### src/rtl/gps_axi_pkg.sv
// Shared constants, FSM state types and helpers
// for the GPS AXI4-Lite register window.
package gps_axi_pkg;

  localparam logic [1:0] RESP_OKAY   = 2'b00;
  localparam logic [1:0] RESP_EXOKAY = 2'b01;
  localparam logic [1:0] RESP_SLVERR = 2'b10;

  localparam int ADDR_LSB = 2;

  typedef enum logic [1:0] {
    W_IDLE,
    W_HAVE_ADDR,
    W_HAVE_DATA,
    W_RESP
  } w_state_t;

  typedef enum logic {
    R_IDLE,
    R_DATA
  } r_state_t;

  function automatic int idx_w(input int n);
    return (n < 2) ? 1 : $clog2(n);
  endfunction

endpackage

### src/rtl/gps_axi_lite_slave_if.sv
// AXI4-Lite bus bundle between the system master
// and the GPS register window.
interface gps_axi_lite_slave_if #(
  parameter int ADDR_W = 32,
  parameter int DATA_W = 32
);

  logic [ADDR_W-1:0]   S_AXI_AWADDR;
  logic [2:0]          S_AXI_AWPROT;
  logic                S_AXI_AWVALID;
  logic                S_AXI_AWREADY;
  logic [DATA_W-1:0]   S_AXI_WDATA;
  logic [DATA_W/8-1:0] S_AXI_WSTRB;
  logic                S_AXI_WVALID;
  logic                S_AXI_WREADY;
  logic [1:0]          S_AXI_BRESP;
  logic                S_AXI_BVALID;
  logic                S_AXI_BREADY;
  logic [ADDR_W-1:0]   S_AXI_ARADDR;
  logic [2:0]          S_AXI_ARPROT;
  logic                S_AXI_ARVALID;
  logic                S_AXI_ARREADY;
  logic [DATA_W-1:0]   S_AXI_RDATA;
  logic [1:0]          S_AXI_RRESP;
  logic                S_AXI_RVALID;
  logic                S_AXI_RREADY;

  modport master (
    output S_AXI_AWADDR, S_AXI_AWPROT,
    output S_AXI_AWVALID,
    input  S_AXI_AWREADY,
    output S_AXI_WDATA, S_AXI_WSTRB,
    output S_AXI_WVALID,
    input  S_AXI_WREADY,
    input  S_AXI_BRESP, S_AXI_BVALID,
    output S_AXI_BREADY,
    output S_AXI_ARADDR, S_AXI_ARPROT,
    output S_AXI_ARVALID,
    input  S_AXI_ARREADY,
    input  S_AXI_RDATA, S_AXI_RRESP,
    input  S_AXI_RVALID,
    output S_AXI_RREADY
  );

  modport slave (
    input  S_AXI_AWADDR, S_AXI_AWPROT,
    input  S_AXI_AWVALID,
    output S_AXI_AWREADY,
    input  S_AXI_WDATA, S_AXI_WSTRB,
    input  S_AXI_WVALID,
    output S_AXI_WREADY,
    output S_AXI_BRESP, S_AXI_BVALID,
    input  S_AXI_BREADY,
    input  S_AXI_ARADDR, S_AXI_ARPROT,
    input  S_AXI_ARVALID,
    output S_AXI_ARREADY,
    output S_AXI_RDATA, S_AXI_RRESP,
    output S_AXI_RVALID,
    input  S_AXI_RREADY
  );

endinterface

### src/rtl/gps_axi_regfile.sv
// Byte-strobed register array feeding the GPS core,
// with a one-cycle write pulse per register.
module gps_axi_regfile
  import gps_axi_pkg::*;
#(
  parameter int NUM_REGS = 4,
  parameter int DATA_W   = 32,
  parameter int IDX_W    = idx_w(NUM_REGS)
) (
  input  logic                       clk,
  input  logic                       rst_n,
  input  logic                       we,
  input  logic [IDX_W-1:0]           widx,
  input  logic [DATA_W-1:0]          wdata,
  input  logic [DATA_W/8-1:0]        wstrb,
  input  logic [IDX_W-1:0]           ridx,
  output logic [DATA_W-1:0]          rdata,
  output logic [NUM_REGS*DATA_W-1:0] reg_q,
  output logic [NUM_REGS-1:0]        reg_wr
);

  localparam int STRB_W = DATA_W / 8;

  logic [DATA_W-1:0] regs [NUM_REGS];

  // Bytewise register update on a committed write
  always_ff @(posedge clk or negedge rst_n) begin
    if (!rst_n) begin
      for (int i = 0; i < NUM_REGS; i++)
        regs[i] <= '0;
    end else if (we) begin
      for (int b = 0; b < STRB_W; b++)
        if (wstrb[b])
          regs[widx][b*8 +: 8] <= wdata[b*8 +: 8];
    end
  end

  // Pulse the written register's flag, even with no strobes
  always_ff @(posedge clk or negedge rst_n) begin
    if (!rst_n) begin
      reg_wr <= '0;
    end else begin
      reg_wr <= '0;
      if (we)
        reg_wr[widx] <= 1'b1;
    end
  end

  assign rdata = regs[ridx];

  for (genvar g = 0; g < NUM_REGS; g++) begin : g_q
    assign reg_q[g*DATA_W +: DATA_W] = regs[g];
  end

endmodule

### src/rtl/gps_axi_lite_slave.sv
// AXI4-Lite responder for the GPS register window.
// Optional SLVERR decode: `define GPS_AXI_SLVERR_EN
module gps_axi_lite_slave
  import gps_axi_pkg::*;
#(
  parameter int DATA_W   = 32,
  parameter int ADDR_W   = 32,
  parameter int NUM_REGS = 4,
  parameter int ADDR_LSB = gps_axi_pkg::ADDR_LSB
) (
  input  logic                       ACLK,
  input  logic                       ARESETN,
  gps_axi_lite_slave_if.slave        s_axi,
  output logic [NUM_REGS*DATA_W-1:0] reg_q,
  output logic [NUM_REGS-1:0]        reg_wr
);

  localparam int IDX_W  = idx_w(NUM_REGS);
  localparam int STRB_W = DATA_W / 8;

  w_state_t w_state, w_next;
  r_state_t r_state, r_next;

  logic              awready, wready, bvalid;
  logic              commit, aw_take, w_take;
  logic              arready, rvalid, ar_hs;
  logic [ADDR_W-1:0] aw_addr_q, wr_addr;
  logic [DATA_W-1:0] w_data_q, wr_data;
  logic [STRB_W-1:0] w_strb_q, wr_strb;
  logic [1:0]        bresp_q, rresp_q;
  logic [DATA_W-1:0] rdata_q, rf_rdata;
  logic              wr_err, rd_err;
  logic [IDX_W-1:0]  wr_idx, rd_idx;
  logic              unused_bits;

  // Write state register
  always_ff @(posedge ACLK or negedge ARESETN) begin
    if (!ARESETN) w_state <= W_IDLE;
    else          w_state <= w_next;
  end

  // Write next-state, readies and commit decode
  always_comb begin
    w_next  = w_state;
    awready = 1'b0;
    wready  = 1'b0;
    bvalid  = 1'b0;
    commit  = 1'b0;
    aw_take = 1'b0;
    w_take  = 1'b0;
    unique case (w_state)
      W_IDLE: begin
        awready = 1'b1;
        wready  = 1'b1;
        if (s_axi.S_AXI_AWVALID &&
            s_axi.S_AXI_WVALID) begin
          commit = 1'b1;
          w_next = W_RESP;
        end else if (s_axi.S_AXI_AWVALID) begin
          aw_take = 1'b1;
          w_next  = W_HAVE_ADDR;
        end else if (s_axi.S_AXI_WVALID) begin
          w_take = 1'b1;
          w_next = W_HAVE_DATA;
        end
      end
      W_HAVE_ADDR: begin
        wready = 1'b1;
        if (s_axi.S_AXI_WVALID) begin
          commit = 1'b1;
          w_next = W_RESP;
        end
      end
      W_HAVE_DATA: begin
        awready = 1'b1;
        if (s_axi.S_AXI_AWVALID) begin
          commit = 1'b1;
          w_next = W_RESP;
        end
      end
      W_RESP: begin
        bvalid = 1'b1;
        if (s_axi.S_AXI_BREADY)
          w_next = W_IDLE;
      end
      default: w_next = W_IDLE;
    endcase
  end

  assign wr_addr = (w_state == W_HAVE_ADDR) ?
                   aw_addr_q : s_axi.S_AXI_AWADDR;
  assign wr_data = (w_state == W_HAVE_DATA) ?
                   w_data_q : s_axi.S_AXI_WDATA;
  assign wr_strb = (w_state == W_HAVE_DATA) ?
                   w_strb_q : s_axi.S_AXI_WSTRB;
  assign wr_idx  = wr_addr[ADDR_LSB +: IDX_W];
  assign rd_idx  = s_axi.S_AXI_ARADDR[ADDR_LSB +: IDX_W];

`ifdef GPS_AXI_SLVERR_EN
  assign wr_err =
    |wr_addr[ADDR_W-1:ADDR_LSB+IDX_W];
  assign rd_err =
    |s_axi.S_AXI_ARADDR[ADDR_W-1:ADDR_LSB+IDX_W];
`else
  assign wr_err = 1'b0;
  assign rd_err = 1'b0;
`endif

  // Hold the half of a write that arrives first; latch response
  always_ff @(posedge ACLK or negedge ARESETN) begin
    if (!ARESETN) begin
      aw_addr_q <= '0;
      w_data_q  <= '0;
      w_strb_q  <= '0;
      bresp_q   <= RESP_OKAY;
    end else begin
      if (aw_take)
        aw_addr_q <= s_axi.S_AXI_AWADDR;
      if (w_take) begin
        w_data_q <= s_axi.S_AXI_WDATA;
        w_strb_q <= s_axi.S_AXI_WSTRB;
      end
      if (commit)
        bresp_q <= wr_err ? RESP_SLVERR : RESP_OKAY;
    end
  end

  // Read state register
  always_ff @(posedge ACLK or negedge ARESETN) begin
    if (!ARESETN) r_state <= R_IDLE;
    else          r_state <= r_next;
  end

  // Read next-state and handshake decode
  always_comb begin
    r_next  = r_state;
    arready = 1'b0;
    rvalid  = 1'b0;
    unique case (r_state)
      R_IDLE: begin
        arready = 1'b1;
        if (s_axi.S_AXI_ARVALID)
          r_next = R_DATA;
      end
      R_DATA: begin
        rvalid = 1'b1;
        if (s_axi.S_AXI_RREADY)
          r_next = R_IDLE;
      end
      default: r_next = R_IDLE;
    endcase
  end

  assign ar_hs = arready & s_axi.S_AXI_ARVALID;

  // Capture read data before any same-edge write lands
  always_ff @(posedge ACLK or negedge ARESETN) begin
    if (!ARESETN) begin
      rdata_q <= '0;
      rresp_q <= RESP_OKAY;
    end else if (ar_hs) begin
      rdata_q <= rd_err ? '0 : rf_rdata;
      rresp_q <= rd_err ? RESP_SLVERR : RESP_OKAY;
    end
  end

  gps_axi_regfile #(
    .NUM_REGS (NUM_REGS),
    .DATA_W   (DATA_W),
    .IDX_W    (IDX_W)
  ) u_regfile (
    .clk    (ACLK),
    .rst_n  (ARESETN),
    .we     (commit & ~wr_err),
    .widx   (wr_idx),
    .wdata  (wr_data),
    .wstrb  (wr_strb),
    .ridx   (rd_idx),
    .rdata  (rf_rdata),
    .reg_q  (reg_q),
    .reg_wr (reg_wr)
  );

  assign s_axi.S_AXI_AWREADY = awready;
  assign s_axi.S_AXI_WREADY  = wready;
  assign s_axi.S_AXI_BVALID  = bvalid;
  assign s_axi.S_AXI_BRESP   = bresp_q;
  assign s_axi.S_AXI_ARREADY = arready;
  assign s_axi.S_AXI_RVALID  = rvalid;
  assign s_axi.S_AXI_RDATA   = rdata_q;
  assign s_axi.S_AXI_RRESP   = rresp_q;

  assign unused_bits = ^{s_axi.S_AXI_AWPROT,
                         s_axi.S_AXI_ARPROT,
                         wr_addr,
                         s_axi.S_AXI_ARADDR};

endmodule
### src/flat_wrapper.sv
// flat-port wrapper written by rule: the top's interface ports become plain ports
module gps_axi_lite_slave_flat import gps_axi_pkg::*;
#(
  parameter int DATA_W   = 32,
  parameter int ADDR_W   = 32,
  parameter int NUM_REGS = 4,
  parameter int ADDR_LSB = gps_axi_pkg::ADDR_LSB
)
  (ACLK, ARESETN, reg_q, reg_wr, s_axi_S_AXI_AWADDR, s_axi_S_AXI_AWPROT, s_axi_S_AXI_AWVALID, s_axi_S_AXI_AWREADY, s_axi_S_AXI_WDATA, s_axi_S_AXI_WSTRB, s_axi_S_AXI_WVALID, s_axi_S_AXI_WREADY, s_axi_S_AXI_BRESP, s_axi_S_AXI_BVALID, s_axi_S_AXI_BREADY, s_axi_S_AXI_ARADDR, s_axi_S_AXI_ARPROT, s_axi_S_AXI_ARVALID, s_axi_S_AXI_ARREADY, s_axi_S_AXI_RDATA, s_axi_S_AXI_RRESP, s_axi_S_AXI_RVALID, s_axi_S_AXI_RREADY);
  gps_axi_lite_slave_if #(.ADDR_W(ADDR_W), .DATA_W(DATA_W)) s_axi_i ();
  input  logic ACLK;
  input  logic ARESETN;
  output logic [NUM_REGS*DATA_W-1:0] reg_q;
  output logic [NUM_REGS-1:0] reg_wr;
  input wire logic [$bits(s_axi_i.S_AXI_AWADDR)-1:0] s_axi_S_AXI_AWADDR;
  input wire logic [$bits(s_axi_i.S_AXI_AWPROT)-1:0] s_axi_S_AXI_AWPROT;
  input wire logic [$bits(s_axi_i.S_AXI_AWVALID)-1:0] s_axi_S_AXI_AWVALID;
  output wire logic [$bits(s_axi_i.S_AXI_AWREADY)-1:0] s_axi_S_AXI_AWREADY;
  input wire logic [$bits(s_axi_i.S_AXI_WDATA)-1:0] s_axi_S_AXI_WDATA;
  input wire logic [$bits(s_axi_i.S_AXI_WSTRB)-1:0] s_axi_S_AXI_WSTRB;
  input wire logic [$bits(s_axi_i.S_AXI_WVALID)-1:0] s_axi_S_AXI_WVALID;
  output wire logic [$bits(s_axi_i.S_AXI_WREADY)-1:0] s_axi_S_AXI_WREADY;
  output wire logic [$bits(s_axi_i.S_AXI_BRESP)-1:0] s_axi_S_AXI_BRESP;
  output wire logic [$bits(s_axi_i.S_AXI_BVALID)-1:0] s_axi_S_AXI_BVALID;
  input wire logic [$bits(s_axi_i.S_AXI_BREADY)-1:0] s_axi_S_AXI_BREADY;
  input wire logic [$bits(s_axi_i.S_AXI_ARADDR)-1:0] s_axi_S_AXI_ARADDR;
  input wire logic [$bits(s_axi_i.S_AXI_ARPROT)-1:0] s_axi_S_AXI_ARPROT;
  input wire logic [$bits(s_axi_i.S_AXI_ARVALID)-1:0] s_axi_S_AXI_ARVALID;
  output wire logic [$bits(s_axi_i.S_AXI_ARREADY)-1:0] s_axi_S_AXI_ARREADY;
  output wire logic [$bits(s_axi_i.S_AXI_RDATA)-1:0] s_axi_S_AXI_RDATA;
  output wire logic [$bits(s_axi_i.S_AXI_RRESP)-1:0] s_axi_S_AXI_RRESP;
  output wire logic [$bits(s_axi_i.S_AXI_RVALID)-1:0] s_axi_S_AXI_RVALID;
  input wire logic [$bits(s_axi_i.S_AXI_RREADY)-1:0] s_axi_S_AXI_RREADY;
  assign s_axi_i.S_AXI_AWADDR = s_axi_S_AXI_AWADDR;
  assign s_axi_i.S_AXI_AWPROT = s_axi_S_AXI_AWPROT;
  assign s_axi_i.S_AXI_AWVALID = s_axi_S_AXI_AWVALID;
  assign s_axi_S_AXI_AWREADY = s_axi_i.S_AXI_AWREADY;
  assign s_axi_i.S_AXI_WDATA = s_axi_S_AXI_WDATA;
  assign s_axi_i.S_AXI_WSTRB = s_axi_S_AXI_WSTRB;
  assign s_axi_i.S_AXI_WVALID = s_axi_S_AXI_WVALID;
  assign s_axi_S_AXI_WREADY = s_axi_i.S_AXI_WREADY;
  assign s_axi_S_AXI_BRESP = s_axi_i.S_AXI_BRESP;
  assign s_axi_S_AXI_BVALID = s_axi_i.S_AXI_BVALID;
  assign s_axi_i.S_AXI_BREADY = s_axi_S_AXI_BREADY;
  assign s_axi_i.S_AXI_ARADDR = s_axi_S_AXI_ARADDR;
  assign s_axi_i.S_AXI_ARPROT = s_axi_S_AXI_ARPROT;
  assign s_axi_i.S_AXI_ARVALID = s_axi_S_AXI_ARVALID;
  assign s_axi_S_AXI_ARREADY = s_axi_i.S_AXI_ARREADY;
  assign s_axi_S_AXI_RDATA = s_axi_i.S_AXI_RDATA;
  assign s_axi_S_AXI_RRESP = s_axi_i.S_AXI_RRESP;
  assign s_axi_S_AXI_RVALID = s_axi_i.S_AXI_RVALID;
  assign s_axi_i.S_AXI_RREADY = s_axi_S_AXI_RREADY;
  gps_axi_lite_slave #(.DATA_W(DATA_W), .ADDR_W(ADDR_W), .NUM_REGS(NUM_REGS), .ADDR_LSB(ADDR_LSB)) u_core (.ACLK(ACLK), .ARESETN(ARESETN), .s_axi(s_axi_i), .reg_q(reg_q), .reg_wr(reg_wr));
endmodule
### config.mk
export PLATFORM = sky130hd
export DESIGN_NAME = gps_axi_lite_slave_flat
export DESIGN_NICKNAME = d
export VERILOG_FILES = /design/src/rtl/gps_axi_pkg.sv /design/src/rtl/gps_axi_lite_slave_if.sv /design/src/rtl/gps_axi_regfile.sv /design/src/rtl/gps_axi_lite_slave.sv /design/src/flat_wrapper.sv
export SDC_FILE = /design/constraint.sdc
export NUM_CORES = 1
export LEC_CHECK = 0
export ABC_AREA = 1
export BUFFER_PORTS_ARGS = -buffer_cell sky130_fd_sc_hd__buf_4
export CORE_MARGIN = 2
export CORE_UTILIZATION = 30
export CTS_BUF_LIST = sky130_fd_sc_hd__clkbuf_2
export DETAILED_ROUTE_END_ITERATION = 12
export GPL_TIMING_DRIVEN = 0
export PLACE_DENSITY = 0.64
export SLEW_MARGIN = 10
export SYNTH_ARGS = -nofsm -noshare
export SYNTH_HDL_FRONTEND = slang
export SYNTH_SLANG_ARGS = --single-unit
### constraint.sdc
create_clock -name ACLK -period 1.8 [get_ports ACLK]
set_clock_uncertainty 0.15 [all_clocks]
set_input_delay 0.27 -clock ACLK [delete_from_list [all_inputs] [get_ports ACLK]]
set_output_delay 0.27 -clock ACLK [all_outputs]
set_load 0.01 [all_outputs]
==> results of run 1 <==
[critical path, cell delays in order (launching register included)]
cell and delay (ps):
dfrtp_2 440, buf_6 140, ha_4 150, or2_4 250
buf_6 120
[per-stage QoR]
stage / setup TNS (ps) / utilization [%] / hold slack [ps]
after floorplan: -19.4 / - / -176
after CTS: -55320 / 43.7 / -263
final: -45320 / 52.1 / -215
after detailed placement: -79810 / 37.5 / 38.2
after global routing: -70500 / 52.1 / -250
after global placement: -309520 / 37.3 / 315
[final timing paths]
path	end	slack, ps	cells after the start
hold reg to reg	u_core.w_data_q[25]$_DFFE_PN0P_	340	2
setup / recovery	s_axi_S_AXI_WREADY	-520	4
setup reg to reg	u_core.u_regfile.reg_q[50]$_DFFE_PN0P_	-410	14
max in group asynchronous	u_core.u_regfile.reg_q[96]$_DFFE_PN0P_	550	4
hold / removal	u_core.w_data_q[7]$_DFFE_PN0P_	-220	2
min in group ACLK	u_core.aw_addr_q[2]$_DFFE_PN0P_	90	4
[kinds of logic after synthesis]
| kind of cell | Yosys count | synth area share, % |
|---|---|---|
| AO/OA/AOI/OAI | 175 | 9.56 |
| adder cells (fa/ha/maj) | 6 | 0.776 |
| buffers and inverters | 113 | 5.02 |
| flip-flops | 205 | 53.1 |
| other | 1 | 0.0388 |
| AND/OR/NAND/NOR | 721 | 31.5 |
[layer usage]
layer / vias up / part of all wire [%] / global-route usage (%)
li1: 4986 / - / -
met2: 405 / 49 / 36.1
met1: 5018 / 41 / 27.5
met5: - / 0 / 0
met4: 0 / 3.3 / 8.16
met3: 95 / 6.5 / 4.26
[layout make-up]
| type | instances | area [um^2] |
|---|---|---|
| repair buffers | 462 | 4790 |
| diodes | 1 | 2.50 |
| well taps | 402 | 503 |
| fillers | 2870 | 15200 |
| plain buffers | 57 | 494 |
| flip-flops and latches | 205 | 5130 |
| clock inverters | 15 | 57.6 |
| clock buffers | 78 | 390 |
| multi-input cells | 906 | 4870 |
| inverters | 55 | 223 |
[repair_timing]
action / 4_1_cts / 5_1_grt
resized for setup: 148 / 383
pin swaps: 34 / 72
hold endpoints to repair: 353 / 42
gates cloned: 5 / 8
setup endpoints to repair: 367 / 364
setup buffers: 39 / 150
[registers in the layout (all words and copies together), names as in the netlist]
name / cells
u_core.aw_addr_q: 2
u_core.w_data_q: 32
u_core.u_regfile.reg_wr: 4
u_core.s_axi.S_AXI_RDATA: 32
u_core.w_state: 2
u_core.r_state: 1
u_core.u_regfile.reg_q: 128
u_core.w_strb_q: 4
[Yosys cell counts, types with 2 or more instances]
| cell type | count |
|---|---|
| nor2_4 | 17 |
| inv_2 | 2 |
| o21ai_0 | 159 |
| dfrtp_1 | 205 |
| o21ai_1 | 9 |
| clkbuf_1 | 28 |
| nand3_1 | 131 |
| buf_1 | 10 |
| inv_1 | 51 |
| nor2_1 | 103 |
| nand2_1 | 449 |
| buf_4 | 11 |
| nand2_2 | 20 |
| buf_2 | 8 |
| o21ai_4 | 4 |
| ha_1 | 6 |
[power by group through the flow]
stage               clock, W  combinational (W)  sequential, W
finish               0.00313             0.0175        0.00847
global route         0.00346             0.0187        0.00865
CTS                  0.00318             0.0124        0.00826
detailed placement         0            0.00990        0.00833
global placement           0            0.00972        0.00826
floorplan                  0            0.00459        0.00856
[layout by cell type, fill, tap and decap left out, types with 3 or more instances in the layout]
| master | n |
|---|---|
| inv_2 | 7 |
| nand2_2 | 66 |
| clkbuf_16 | 7 |
| clkbuf_1 | 15 |
| nor2_4 | 19 |
| nand3_2 | 46 |
| dfrtp_2 | 3 |
| buf_16 | 6 |
| o21ai_2 | 6 |
| nand2_4 | 10 |
| o21ai_1 | 33 |
| ha_4 | 4 |
| dlygate4sd3_1 | 47 |
| buf_6 | 194 |
| nand3_1 | 84 |
| buf_4 | 198 |
| buf_12 | 23 |
| conb_1 | 4 |
| nor2_1 | 99 |
| dfrtp_1 | 202 |
| nand2_8 | 17 |
| clkinv_1 | 14 |
| buf_2 | 8 |
| buf_8 | 10 |
| nand2_1 | 376 |
| o21ai_4 | 4 |
| clkbuf_2 | 84 |
| inv_1 | 44 |
| o21ai_0 | 129 |
==> impl_metrics.py, run 1 <==
metrics = {
    "outcome": {
        "outcome": "complete, but fails checks",
        "violations": "hold timing, setup timing",
    },
    "power": {
        "clkPwrFrac_pct": 10.7,
        "p_leak_nw": 8.34,
        "p_int_w": 0.0168,
        "power_switching_w": 0.0123,
        "seqPwrFrac_pct": 29.1,
        "combinationalPowerShare_pct": 60.2,
        "pwr_density_cell_nw_per_um2": 1770,
        "power_w": 0.0291,
        "max-vdd-ir-drop_uv": 823,
        "switching_share_pct": 42.2,
    },
    "layout": {
        "final_cell_count_no_fill": 2181,
        "final_nets": 1860,
        "area_growth_syn_to_layout_pct": 70.3,
        "final_cell_area_um2": 16500,
        "drive_gt1_share_pct": 40.8,
    },
    "floorplan": {
        "die_h_um": 184,
        "die_w_um": 184,
        "coreArea_um2": 31600,
        "num_io_pins": 286,
        "die-area_um2": 33700,
        "rows": 65,
        "start_util_pct": 30.6,
    },
    "placed_design": {
        "dp_hpwl_mm": 25.2,
        "placed_cell_area_um2": 11900,
        "dp.cells": 1843,
        "io_buffer_count": 215,
        "post-place-ws_ps": -696,
        "gp_congestion": 0.858,
    },
    "logic_synthesis": {
        "ys_async_sr_fraction_pct": 100,
        "avgSynthCellArea_um2": 7.92,
        "synth_seq_cells": 205,
        "synth_top_area_share_pct": 53.1,
        "synth_ff_type": "dfrtp_1",
        "ys_types": 24,
        "synth_top_area_cell": "dfrtp_1",
        "synth_area_um2": 9670,
        "seq_area_frac_synth_pct": 53.1,
        "yosys_warnings": 0,
        "synth_area_leaders": "dfrtp_1 (53%), nand2_1 (17%), o21ai_0 (8.2%)",
        "synth_edf_count": 0,
        "syn_inst": 1221,
    },
    "min_path": {
        "hold_path_class": "input pin to asynchronous set/reset pin",
    },
    "routing": {
        "vias": 10500,
        "ant_nets": 0,
        "wl_mm": 39.3,
        "viasPerCell": 4.82,
        "first_pass_iters": 5,
        "wire_per_inst_um": 18.0,
        "drc": 0,
        "drtIter0Drc": 692,
    },
    "cts": {
        "h-tree-depth": 2,
        "cts_tree": "yes",
        "hold_buffers": 47,
        "cts-root-buf": "clkbuf_2",
        "clock_latency_ps": 830,
        "clock-sinks": 205,
        "clock_path_buffers": 3,
        "cts_buffers": 54,
        "cts.clk_slew.worst_paths_ps": 100,
    },
    "timing": {
        "worst_pin_slew_ps": 794,
        "period_minus_slack_ps": 2320,
        "whs_ps": -215,
        "rsz0062_at_grt": "true",
        "hold_viol": 42,
        "drv_slew": 0,
        "timing.final.ws_setup_ps": -517,
        "finalCritPeriodShare_pct": 129,
        "setup_viol": 198,
        "fmax_mhz": 432,
        "slew_headroom_pct": 46.5,
    },
    "worst_setup_path": {
        "crit_start": "u_core.w_state[0]$_DFFE_PN0P_",
        "r2r-start": "u_core.w_state[0]$_DFFE_PN0P_",
        "critical_path.max_fanout": 4,
        "worstSetupPathType": "register to output port",
        "worstPathArrival_ps": 1900,
        "start_kind": "register",
        "cp-end-kind": "output port",
        "required_ps": 1380,
    },
    "global_route": {
        "grt_max_degree": 98,
        "grt_pass1_vias": 9808,
        "antenna_found_initial": 1,
        "grt_pass1_wl_mm": 55.8,
        "grt_usage_pct": 21.5,
        "grt_overflow": 0,
    },
    "flow_run": {
        "drv_cap": 0,
    },
}
Note: power is estimated with default switching activity, not from simulation.
==> inputs of run 2 (changes only) <==
PLACE_DENSITY = not set   (was 0.64)
PLACE_DENSITY_LB_ADDON = 0.08   (was not set)
==> run 2 against run 1 <==
Compared with the run above: the run ends with setup timing left; flip-flop and latch count did not move; highest routed layer unchanged; register-to-register slack improved by 30 ps; first-iteration DRC count fell by 9.1%; largest power group unchanged; setup slack got worse by 6.8 ps.
==> impl_metrics.py, run 2 (synthesis results as in run 1) <==
metrics = {
    "outcome": {
        "outcome": "complete, but fails checks",
        "violations": "setup timing",
    },
    "layout": {
        "multi_input_area_um2": 5100,
        "final_common_cell": "nand2_1",
        "area_growth_syn_to_layout_pct": 53.6,
        "final_cell_area_um2": 14900,
        "drive_gt1_share_pct": 37.6,
        "n_fill_cell": 3189,
        "seqCellArea_um2": 5140,
        "mostFrequentLayoutCells": "nand2_1 (387), buf_4 (230), dfrtp_1 (199), o21ai_0 (137), clkbuf_2 (105)",
        "largest_reg_flops": 128,
        "final_nets": 1722,
    },
    "routing": {
        "wl_mm": 39.0,
        "first_pass_iters": 5,
        "drtIter0Drc": 629,
        "wire_per_inst_um": 18.9,
        "viasPerCell": 4.81,
        "drc": 0,
        "ant_nets": 0,
        "vias": 9897,
    },
    "power": {
        "combinationalPowerShare_pct": 53.9,
        "p_leak_nw": 7.50,
        "switching_share_pct": 45.4,
        "max-vdd-ir-drop_uv": 628,
        "clkPwrFrac_pct": 13.5,
        "seqPwrFrac_pct": 32.6,
        "pwr_density_cell_nw_per_um2": 1730,
        "power_switching_w": 0.0117,
        "p_int_w": 0.0140,
    },
    "floorplan": {
        "die-area_um2": 33700,
        "num_io_pins": 286,
        "die_h_um": 184,
        "die_w_um": 184,
        "rows": 65,
        "coreArea_um2": 31600,
        "start_util_pct": 30.6,
    },
    "global_route": {
        "gr-usage-met3_pct": 4.40,
        "grt_overflow": 0,
        "grt_max_degree": 101,
        "grtUsageMet2_pct": 36.5,
        "antenna_found_initial": 1,
        "grt_pass1_wl_mm": 58.2,
        "top_usage_layer": "met2",
        "gr-usage-met1_pct": 31.1,
        "grt_usage_pct": 22.7,
        "grt_pass1_vias": 9665,
    },
    "placed_design": {
        "dp_hpwl_mm": 25.8,
        "gp_congestion": 0.807,
        "placed_cell_area_um2": 11900,
        "post-place-ws_ps": -744,
        "io_buffer_count": 215,
    },
    "timing": {
        "slew_headroom_pct": 48.6,
        "finalCritPeriodShare_pct": 129,
        "timing.final.ws_setup_ps": -524,
        "setup_viol": 300,
        "period_minus_slack_ps": 2320,
        "fmax_mhz": 430,
        "hold_viol": 0,
        "drv_slew": 0,
        "worst_pin_slew_ps": 762,
        "rsz0062_at_grt": "true",
    },
    "worst_setup_path": {
        "cpMostUsedCell": "buf_6",
        "crit_path_max_incr_delay_ps": 450,
        "path_cells": "buf_6 -> ha_4 -> or2_4 -> buf_6",
        "critical_path.max_fanout": 3,
        "cp_slowest_cell": "dfrtp_2",
        "start_kind": "register",
        "r2r-end": "u_core.u_regfile.reg_q[110]$_DFFE_PN0P_",
        "crit_end": "s_axi_S_AXI_WREADY",
        "crit_start": "u_core.w_state[0]$_DFFE_PN0P_",
        "r2r_setup_slack_ps": -380,
        "ff2ff_path_depth": 13,
        "worstSetupPathType": "register to output port",
        "cp-end-kind": "output port",
        "required_ps": 1380,
        "r2r-start": "u_core.w_state[0]$_DFFE_PN0P_",
        "worstPathArrival_ps": 1900,
    },
    "cts": {
        "clock_latency_ps": 830,
        "clock_path_buffers": 3,
        "cts_buffers": 59,
        "h-tree-depth": 2,
        "clock-sinks": 205,
        "cts.clk_slew.worst_paths_ps": 90,
        "cts-root-buf": "clkbuf_2",
        "cts_tree": "yes",
    },
    "min_path": {
        "hold_path_class": "input pin to register",
        "hp-start": "s_axi_S_AXI_AWADDR[2]",
    },
    "flow_run": {
        "drv_cap": 0,
    },
}
## run 2: cell types whose count changed in the layout (fill, tap and decap cells not counted), moves of 11 or more
cell      change
nand3_2      +33
buf_6       -166
nand2_2      -19
nand2_1      +11
nand3_1      -34
buf_4        +32
clkbuf_2     +21
## run 2: critical path, delay by kind of cell (launching register included)
kind	cells	cell delay (ps)
fa+ha+maj	1	150
flops	1	450
simple gates	1	220
buf+inv	2	260
## run 2: layer usage
layer  vias to the layer above  wire (um)
met5                         -          0
met4                         0        795
met3                        61       2490
met2                       334      18300
met1                      4770      17400
li1                       4732          -
## run 2: final cells by class
cell class | instances | area share [%]
clock inverter | 15 | 0.387
multi-input combinational | 906 | 34.4
inverter | 55 | 1.61
clock buffer | 95 | 3.20
sequential | 205 | 34.6
antenna | 2 | 0.0337
buffer | 55 | 2.52
tap | 402 | 3.39
timing repair buffer | 321 | 19.9
## run 2: worst min path at each step
stage,to,slack [ps],cells after the start
CTS,u_core.aw_addr_q[2]$_DFFE_PN0P_,5,4
floorplan,u_core.aw_addr_q[2]$_DFFE_PN0P_,-180,0
detailed placement,u_core.u_regfile.reg_q[5]$_DFFE_PN0P_,-70,1
global route,u_core.w_data_q[10]$_DFFE_PN0P_,30,4
global placement,u_core.r_state$_DFF_PN0_,310,2
finish,u_core.aw_addr_q[2]$_DFFE_PN0P_,100,4
## run 2: stage by stage
step                total power, W  instances  TNS [ps]  util, %  hold slack [ps]
floorplan                   0.0132       1224     -19.4        -             -176
global placement            0.0182       1841   -373400     37.3              313
detailed placement          0.0183       1843    -91020     37.5            -65.9
CTS                         0.0240       2038    -63400     43.6             4.94
global route                0.0275       2056    -87580     47.0             31.3
finish                      0.0257       2056    -52410     47.0              102
## run 2: timing repair
| item | in CTS | in global routing |
|---|---|---|
| gates resized for setup | 148 | 215 |
| hold buffers | 49 | 0 |
| endpoints found under the hold margin | 386 | 0 |
| gates cloned | 2 | 2 |
| setup buffers | 34 | 18 |
| pin swaps | 35 | 100 |
| endpoints found under the setup margin | 369 | 354 |
## run 2: power by group through the flow
stage / registers (W) / clock network [W] / logic, W
floorplan: 0.00856 / 0 / 0.00459
global placement: 0.00834 / 0 / 0.00983
detailed placement: 0.00835 / 0 / 0.00994
CTS: 0.00828 / 0.00362 / 0.0121
global route: 0.00864 / 0.00389 / 0.0150
finish: 0.00838 / 0.00347 / 0.0138
